## config.mk

```make
export PLATFORM = sky130hd
export DESIGN_NAME = float_to_int32_pipe
export DESIGN_NICKNAME = d
export VERILOG_FILES = /design/src/rtl/float_to_int32_pipe_pkg.sv /design/src/rtl/float_to_int32_pipe_shift_right_sticky24.sv /design/src/rtl/float_to_int32_pipe.sv
export SDC_FILE = /design/constraint.sdc
export NUM_CORES = 1
export LEC_CHECK = 0
export CAP_MARGIN = 5
export CORE_MARGIN = 2
export CORE_UTILIZATION = 45
export DETAILED_ROUTE_END_ITERATION = 7
export GPL_ROUTABILITY_DRIVEN = 0
export PLACE_DENSITY_LB_ADDON = 0.3
export SLEW_MARGIN = 10
export SYNTH_ARGS = -nofsm -noshare
export SYNTH_HDL_FRONTEND = slang
export SYNTH_SLANG_ARGS = --single-unit
```

## constraint.sdc

```tcl
create_clock -name clk -period 9.9 [get_ports clk]
set_input_delay 2.97 -clock clk [delete_from_list [all_inputs] [get_ports clk]]
set_output_delay 2.97 -clock clk [all_outputs]
set_load 0.02 [all_outputs]
```

## src/rtl/float_to_int32_pipe_pkg.sv

```systemverilog
// Shared fp32 / int32 constants and stage payload types for the float-to-int converter.
package float_to_int32_pipe_pkg;

  localparam int          FP32_BIAS    = 127;
  localparam logic [7:0]  FP32_EXP_MAX = 8'd255;
  localparam logic [31:0] INT32_MAX    = 32'h7FFF_FFFF;
  localparam logic [31:0] INT32_MIN    = 32'h8000_0000;

  localparam logic [1:0] RM_RNE = 2'd0;
  localparam logic [1:0] RM_RTZ = 2'd1;
  localparam logic [1:0] RM_RUP = 2'd2;
  localparam logic [1:0] RM_RDN = 2'd3;

  typedef enum logic [2:0] {NORMAL, ZERO, DENORM, INF, NAN} fp32_class_e;

  typedef struct packed {
    logic        sign;
    logic [7:0]  exp;
    logic [23:0] mant;
    fp32_class_e cls;
    logic [1:0]  rmode;
  } s1_t;

  typedef struct packed {
    logic        sign;
    logic [31:0] mag;
    logic        guard;
    logic        sticky;
    logic [1:0]  rmode;
    logic        invalid;
    logic        nan;
  } s2_t;

  typedef struct packed {
    logic [31:0] dout;
    logic        invalid;
    logic        inexact;
  } s3_t;

endpackage

```

## src/rtl/float_to_int32_pipe_shift_right_sticky24.sv

```systemverilog
// Right shift of a 24-bit mantissa returning the guard bit and the OR of everything below it.
module shift_right_sticky24 (
  input  logic [23:0] val,
  input  logic [4:0]  amt,
  output logic [23:0] res,
  output logic        guard,
  output logic        sticky
);

  // 25 extra low bits so an amount of 25 still pushes every mantissa bit into sticky.
  logic [48:0] ext;

  assign ext    = {val, 25'b0} >> amt;
  assign res    = ext[48:25];
  assign guard  = ext[24];
  assign sticky = |ext[23:0];

endmodule

```

## src/rtl/float_to_int32_pipe.sv

```systemverilog
// Three-stage fp32 -> int32 converter: unpack, align, then round/negate/saturate.
module float_to_int32_pipe
  import float_to_int32_pipe_pkg::*;
(
  input  logic        clk,
  input  logic        rst_n,
  input  logic        vldin,
  output logic        rdyin,
  input  logic [31:0] ain,
  input  logic [1:0]  rmode,
  output logic        vldout,
  input  logic        rdyout,
  output logic [31:0] dout,
  output logic        invalid,
  output logic        inexact
);

  // Handshake: a word moves on a rising edge when valid && ready on that side.
  // The whole pipe advances as one unit when the output slot is empty or being drained,
  // so rdyin equals advance and bubbles stay in place during a stall.
  logic advance;
  logic v1_q, v1_d, v2_q, v2_d, v3_q, v3_d;
  s1_t  s1_q, s1_d, s1_n;
  s2_t  s2_q, s2_d, s2_n;
  s3_t  s3_q, s3_d, s3_n;

  logic [4:0]  rs_amt;
  logic [23:0] rs_res;
  logic        rs_guard, rs_sticky;
  logic [3:0]  ls_amt;
  logic        oor;
  logic        inc;
  logic [31:0] mag_r;

  assign advance = !v3_q || rdyout;
  assign rdyin   = advance;

  always_comb begin
    s1_n       = '0;
    s1_n.sign  = ain[31];
    s1_n.exp   = ain[30:23];
    s1_n.mant  = {ain[30:23] != 8'd0, ain[22:0]};
    s1_n.rmode = rmode;
    if (ain[30:23] == FP32_EXP_MAX) s1_n.cls = (ain[22:0] != 23'd0) ? NAN : INF;
    else if (ain[30:23] == 8'd0)    s1_n.cls = (ain[22:0] != 23'd0) ? DENORM : ZERO;
    else                            s1_n.cls = NORMAL;
  end

  // 150 = bias + 23: at or above it the mantissa moves left, below it right.
  always_comb begin
    if (s1_q.exp >= 8'd150)      rs_amt = 5'd0;
    else if (s1_q.exp <= 8'd125) rs_amt = 5'd25;
    else                         rs_amt = 5'(8'd150 - s1_q.exp);
    if (s1_q.exp >= 8'd150 && s1_q.exp <= 8'd158) ls_amt = 4'(s1_q.exp - 8'd150);
    else                                          ls_amt = 4'd0;
  end

  shift_right_sticky24 u_rshift (
    .val    (s1_q.mant),
    .amt    (rs_amt),
    .res    (rs_res),
    .guard  (rs_guard),
    .sticky (rs_sticky)
  );

  // -2^31 exactly is the only e == 31 value that still fits.
  assign oor = (s1_q.exp >= 8'd158) &&
               !(s1_q.sign && s1_q.exp == 8'd158 && s1_q.mant[22:0] == 23'd0);

  always_comb begin
    s2_n         = '0;
    s2_n.sign    = s1_q.sign;
    s2_n.rmode   = s1_q.rmode;
    s2_n.nan     = (s1_q.cls == NAN);
    s2_n.invalid = (s1_q.cls == NAN) || (s1_q.cls == INF) || oor;
    if (s1_q.exp >= 8'd150) begin
      s2_n.mag = {8'd0, s1_q.mant} << ls_amt;
    end else begin
      s2_n.mag    = {8'd0, rs_res};
      s2_n.guard  = rs_guard;
      s2_n.sticky = rs_sticky;
    end
  end

  always_comb begin
    case (s2_q.rmode)
      RM_RNE:  inc = s2_q.guard && (s2_q.sticky || s2_q.mag[0]);
      RM_RTZ:  inc = 1'b0;
      RM_RUP:  inc = !s2_q.sign && (s2_q.guard || s2_q.sticky);
      default: inc = s2_q.sign && (s2_q.guard || s2_q.sticky);
    endcase
    mag_r = s2_q.mag + {31'd0, inc};
    s3_n  = '0;
    if (s2_q.invalid) begin
      s3_n.dout    = (s2_q.nan || !s2_q.sign) ? INT32_MAX : INT32_MIN;
      s3_n.invalid = 1'b1;
    end else begin
      s3_n.dout    = s2_q.sign ? (~mag_r + 32'd1) : mag_r;
      s3_n.inexact = s2_q.guard || s2_q.sticky;
    end
  end

  always_comb begin
    v1_d = advance ? vldin : v1_q;
    v2_d = advance ? v1_q  : v2_q;
    v3_d = advance ? v2_q  : v3_q;
    s1_d = advance ? s1_n  : s1_q;
    s2_d = advance ? s2_n  : s2_q;
    s3_d = advance ? s3_n  : s3_q;
  end

  always_ff @(posedge clk or negedge rst_n) begin
    if (!rst_n) begin
      v1_q <= 1'b0;
      v2_q <= 1'b0;
      v3_q <= 1'b0;
      s1_q <= '0;
      s2_q <= '0;
      s3_q <= '0;
    end else begin
      v1_q <= v1_d;
      v2_q <= v2_d;
      v3_q <= v3_d;
      s1_q <= s1_d;
      s2_q <= s2_d;
      s3_q <= s3_d;
    end
  end

  assign vldout  = v3_q;
  assign dout    = s3_q.dout;
  assign invalid = s3_q.invalid;
  assign inexact = s3_q.inexact;

endmodule

```

==> results of run 1 <==
Yosys cell counts (6+ instances only):
cell      instances
xnor2_1          45
o21ai_1           8
clkbuf_1         88
nand3_1          82
mux2i_1          72
dfrtp_1         114
o21a_1           32
ha_1              9
buf_2            11
o21ai_0          81
o31ai_1           9
o22ai_1          11
a21oi_1          53
nor4_1           13
buf_1             6
mux4_2            6
and4_1            6
o211ai_1         23
a32oi_1           7
xor2_1           19
a31oi_1          25
nand4_1          19
nand2_1         220
and2_1           13
nor3_1           22
nand2b_1          6
inv_1            17
o22a_1            7
nor2_1           83
and3_1           13
a211oi_1          8
final timing paths:
path                          start       end  cells past startpoint
max                          rdyout     rdyin                      4
min                            v2_q      v2_q                      2
max reg2reg                s1_q[29]   s2_q[4]                     11
min reg2reg                    v2_q      v2_q                      2
max in group asynchronous     rst_n   s1_q[7]                      2
min in group asynchronous     rst_n  dout[25]                      1
area by class of cell:
class                   count  area share, %
clock buffers              22           4.21
flip-flops and latches    114           26.4
clock inverters             9           1.45
multi-input cells         982           56.5
repair buffers             86           7.65
inverters                  18          0.649
well taps                 270           3.13
metrics by stage:
| stage | setup slack (ns) | hold slack, ns |
|---|---|---|
| detailed placement | 2.46 | 0.447 |
| global route | 2.42 | 0.485 |
| finish | 2.48 | 0.456 |
| CTS | 2.46 | 0.458 |
| global placement | 2.47 | 0.443 |
| floorplan | 2.99 | 0.430 |
where the power goes:
group	total [W]	switching, W	leakage [nW]	internal, W
Clock	0.000641	0.000215	0.286	0.000426
Sequential	0.000911	0.000265	1.38	0.000646
Combinational	0.00184	0.00107	2.62	0.000770
Total	0.00340	0.00155	4.28	0.00184
registers in the layout, summed over array words and instances (netlist names):
signal / count
vldout: 1
inexact: 1
v2_q: 1
s2_q: 39
v1_q: 1
dout: 32
invalid: 1
s1_q: 38
layer usage:
layer	part of all wire, %	up-vias	global-route usage [%]
li1	-	4410	-
met1	44	4270	32.8
met2	46	370	37.5
met3	6.6	66	4.88
met4	3.6	0	10.7
met5	0	-	0
tightest hold or removal path: stages, from the launching register on:
cell and delay [ns]:
dfrtp_1 0.33, nand2_1 0.05, nand2_1 0.05
cell families after synthesis:
family          synth area share, %
simple gates                   24.8
compound gates                 22.8
buf+inv                        5.35
flops                          30.3
mux                            9.57
xor+xnor                       5.95
fa+ha+maj                      1.20
cell usage in the layout (no fill, tap or decap), types with 32 or more instances in the layout:
cell type,n
nand2_1,220
dfrtp_1,114
nor2_1,83
nand3_1,82
o21ai_0,81
mux2i_1,72
clkdlybuf4s50_1,72
a21oi_1,51
xnor2_1,45
o21a_1,32
==> summary.txt, run 1 <==
Outcome
  • Status: completed

CTS
  • Cts-stage hold buffer count: 0
  • Number of levels in the clock H-tree: 4
  • TritonCTS Sinks: about 110
  • Postcts setup bufs: 0
  • Worst-skew pair later-pin latency: approximately 0.42 ns
  • Number of buffers created by CTS: 17
  • Maximum clock path buffer count: 2
  • Cell chosen for the clock root: clkbuf_16
  • Resize count post-CTS: 0
  • CTS tree: done
  • Clock-pin slew on the worst setup and hold paths: 0.05 ns

Timing
  • Setup repair after global routing missed its margin: false
  • Maximum clock skew at final layout: 0.0111 ns
  • Max-slew violation count: 0
  • Max Fclk: 135 MHz
  • Final setup violation count: 0
  • Worst Tran Pin Value: between 1 and 1.5 ns
  • Period Utilization, post-route: 75.0%
  • Relative max-transition margin: roughly 31%
  • Final hold violation count: 0
  • Period minus WS final: between 7 and 8 ns
  • Aggregate negative setup slack: 0 ns

Global routing
  • Number of antenna violations at the first check in global routing: 0
  • Total GRT Usage: ~24%
  • Number of global-route vias before repair: ~8400
  • Pin count of the biggest net entering global routing: between 90 and 100
  • First-pass GRT wire length: approximately 43 mm
  • GRT Residual Overflow: 0

Cells and area
  • Number of diodes: 0
  • Share of post-route cells with drive strength above 1: around 6.3%
  • Filler Cell Count: a little under 2000
  • Area added between synthesis and finish: 14.6%
  • Post-route cell area: about 11000 um^2
  • FF/Latch Area: between 2000 and 3000 um^2
  • Multi-input gate area in the final layout: ~6100 um^2
  • Util after Layout: 53.0%
  • Filler-free cell count of the finished design: around 1500
  • Nets: ~1300

Detailed routing
  • DR vias/cell: roughly 6
  • DRC marker count from the first detailed-route iteration: about 1100
  • Routed wire per std cell: 17.3 um
  • DRC: 0
  • Detailed-route via count: 9116
  • Post-DRT Antenna Nets: 0
  • Post-Route WL: about 26 mm
  • Number of iterations in the first detailed-routing pass: 6

Floorplanning
  • Starting density of the core: 46.2%
  • IO Count: 74
  • Total die area: between 20000 and 25000 um^2
  • Core region area: 20400 um^2
  • Die X: 149 um
  • Vertical extent of the die: about 150 um
  • Number of placement rows: 52

Worst setup path
  • Reg2Reg Setup Slack: 5.42 ns
  • Highest-delay cell along the critical path: clkdlybuf4s50_1
  • WP buf/inv: 3
  • Required time of the worst setup path: slightly below 7 ns
  • Highest net fanout along the worst path: 35
  • Crit Path Class: primary input to primary output
  • Sort of element at the end of the critical path: primary output
  • Critical Path, Cell by Cell: clkdlybuf4s50_1 -> nor2b_4 -> inv_4 -> clkdlybuf4s50_1
  • Setup crit start kind: primary input
  • Critical Path Most Common Cell: clkdlybuf4s50_1
  • Largest stage delay, worst path: around 0.67 ns
  • Family of cells with the greatest summed delay on the critical path: buffers and inverters
  • CP arrival: 4.45 ns

Yosys
  • Library cell occupying the most area in the post-synthesis netlist: dfrtp_1
  • Unique masters post-synth: 79
  • Synth async-reset ratio: 100%
  • Flip-flop and latch count after synthesis: about 110
  • Number of synthesized flops with an enable pin: 0
  • Post-synthesis instance area: 9420 um^2
  • Cell types occupying the most area after synthesis: dfrtp_1 30%, nand2_1 8.8%, mux2i_1 7.7%, nand3_1 4.4%, o21ai_0 4.3%
  • Post-Syn Area per Cell: between 7 and 8 um^2
  • Area share of the largest cell type after synthesis: between 30 and 40%
  • Yosys synthesis warning count: 0
  • Syn Inst Count: around 1200
  • Synthesized Nets: 1270
  • Top FF cell, synth: dfrtp_1
  • Sequential cell area fraction in the yosys report: a little over 30%

Place
  • HPWL reported at the end of detailed placement: ~19 mm
  • Port buffer count: 73
  • Placed instance count: approximately 1500
  • Placed inst area: a little over 10000 um^2

Power and ir drop
  • Total design power: between 0.003 and 0.004 W
  • LEAKAGE: ~4.3 nW
  • Cell area power density: between 300 and 400 nW/um^2
  • Worst-case vdd ir drop: between 0.1 and 0.15 mV

Min path
  • Class of the most critical hold timing path: flip-flop to flip-flop

Job
  • Maximum capacitance violations: 0
No activity file was read; power rests on OpenSTA's default activity.
==> run 2, diff against run 1 <==
==> constraint.sdc (replaced) <==
create_clock -name clk -period 7.5 [get_ports clk]
set_input_delay 2.25 -clock clk [delete_from_list [all_inputs] [get_ports clk]]
set_output_delay 2.25 -clock clk [all_outputs]
set_load 0.02 [all_outputs]
==> run 2 against run 1 <==
  * Register-to-register slack worse by 2.3 ns
  * Power increased by 33%
  * Critical path depth did not move
  * Highest routed layer unchanged
  * Sequential power up 32%
  * Combinational power rose by 32%
  * Critical endpoint unchanged
  * Die area unchanged
  * Clock skew increased by 0.00079 ns
  * Critical path type unchanged
  * Hold slack got worse by 0.0027 ns
==> summary.txt, run 2 (synthesis results as in run 1) <==
Cells and area
  • Area added between synthesis and finish: 14.9%
  • Nets: around 1300
  • Multi-input gate area in the final layout: 6100 um^2
  • FF/Latch Area: 2850 um^2
  • Share of post-route cells with drive strength above 1: roughly 6.3%
  • Largest register by flop count: s2_q
  • Filler-free cell count of the finished design: 1501
  • Most frequent cells in the layout: 220 x nand2_1, 114 x dfrtp_1, 83 x nor2_1
  • Max FFs per register: 39
  • Most common library cell in the layout ignoring fill and taps: nand2_1
  • Number of diodes: 0
  • Filler Cell Count: 1943

Detailed routing
  • Number of iterations in the first detailed-routing pass: 8
  • Detailed-route via count: approximately 9000
  • Routed wire per std cell: ~17 um
  • DRC marker count from the first detailed-route iteration: slightly below 900
  • DR vias/cell: roughly 6.1
  • Post-DRT Antenna Nets: 0
  • Post-Route WL: around 26 mm
  • DRC: 0

Power and ir drop
  • LEAKAGE: between 4 and 5 nW
  • Cell area power density: around 420 nW/um^2
  • Worst-case vdd ir drop: roughly 0.19 mV

Worst setup path
  • Critical Path Start: rdyout
  • Required time of the worst setup path: 5.25 ns
  • Sort of element at the end of the critical path: primary output
  • Setup crit start kind: primary input
  • CP arrival: 3.68 ns
  • Highest net fanout along the worst path: 28
  • Startpoint of the worst register-to-register path: s1_q[29]
  • Crit Path Class: primary input to primary output

CTS
  • Cell chosen for the clock root: clkbuf_16
  • Clock-pin slew on the worst setup and hold paths: roughly 0.05 ns
  • Cts-stage hold buffer count: 0
  • TritonCTS Sinks: about 110
  • Worst-skew pair later-pin latency: 0.43 ns
  • CTS tree: done
  • Number of levels in the clock H-tree: 4
  • Resize count post-CTS: 0
  • Postcts setup bufs: 0
  • Maximum clock path buffer count: 2
  • Number of buffers created by CTS: 17

Timing
  • Slack of the critical path: between 1.5 and 2 ns
  • Final hold violation count: 0
  • Relative max-transition margin: just over 30%
  • Worst Tran Pin Value: 1.04 ns
  • Maximum clock skew at final layout: around 0.012 ns
  • Max Fclk: between 150 and 200 MHz
  • Final setup violation count: 0
  • Setup repair after global routing missed its margin: false
  • Max-slew violation count: 0
  • Period minus WS final: 5.93 ns
  • Period Utilization, post-route: 79.1%
  • Aggregate negative setup slack: 0 ns

Floorplanning
  • Core region area: just over 20000 um^2
  • Starting density of the core: a little under half
  • Total die area: ~22000 um^2
  • Die X: about 150 um
  • Vertical extent of the die: approximately 150 um
  • Number of placement rows: 52
  • IO Count: between 70 and 80

Job
  • Maximum capacitance violations: 0

Outcome
  • Status: completed

Global routing
  • GRT Residual Overflow: 0
  • Total GRT Usage: roughly a quarter
  • First-pass GRT wire length: 43.3 mm
  • Pin count of the biggest net entering global routing: 100
  • Number of global-route vias before repair: 8351
  • Number of antenna violations at the first check in global routing: 0

Place
  • Placement Setup Slack: approximately 1.5 ns
  • HPWL reported at the end of detailed placement: 18.8 mm
  • Port buffer count: 73
  • Placed instance count: roughly 1500

Min path
  • Hold path start: v2_q
  • Class of the most critical hold timing path: flip-flop to flip-flop
==> run 2: layout make-up <==
type	count	share of cell area, %
multi-input cells	982	56.4
clock inverters	10	1.66
repair buffers	85	7.56
clock buffers	22	4.29
flip-flops and latches	114	26.4
inverters	18	0.647
well taps	270	3.12
==> run 2: metrics by stage <==
stage                     area (um^2)  hold WS, ns  utilization (%)  power, W
after floorplan                  9420        0.430                -   0.00291
after global placement          10200        0.441             50.0   0.00356
after detailed placement        10200        0.447             50.0   0.00360
after CTS                       10800        0.458             53.1   0.00451
after global routing            10800        0.487             53.1   0.00485
final                           10800        0.453             53.1   0.00452
==> run 2: per-layer routing <==
layer	GRT usage (%)	up-vias	part of all wire, %
li1	-	4424	-
met1	32.3	4225	44
met2	38.7	380	46
met3	3.96	80	6.5
met4	11.9	0	3.7
met5	0	-	0
==> run 2: path summary, 6_finish.rpt <==
path | end | slack, ns | depth (start not counted)
max | rdyin | 1.57 | 4
min | v2_q | 0.45 | 2
max reg2reg | s2_q[4] | 3.11 | 11
min reg2reg | v2_q | 0.45 | 2
max in group asynchronous | s1_q[14] | 4.46 | 2
min in group asynchronous | dout[26] | 1.94 | 1
==> run 2: power breakdown <==
group          switching, W  total (W)  internal (W)
Combinational       0.00142    0.00243       0.00102
Sequential         0.000346    0.00120      0.000853
Clock              0.000287   0.000891      0.000604
Total               0.00205    0.00452       0.00247
==> run 2: critical path, stage by stage <==
cell and delay (ns):
clkdlybuf4s50_1 0.50, nor2b_4 0.06, inv_4 0.21, clkdlybuf4s50_1 0.66
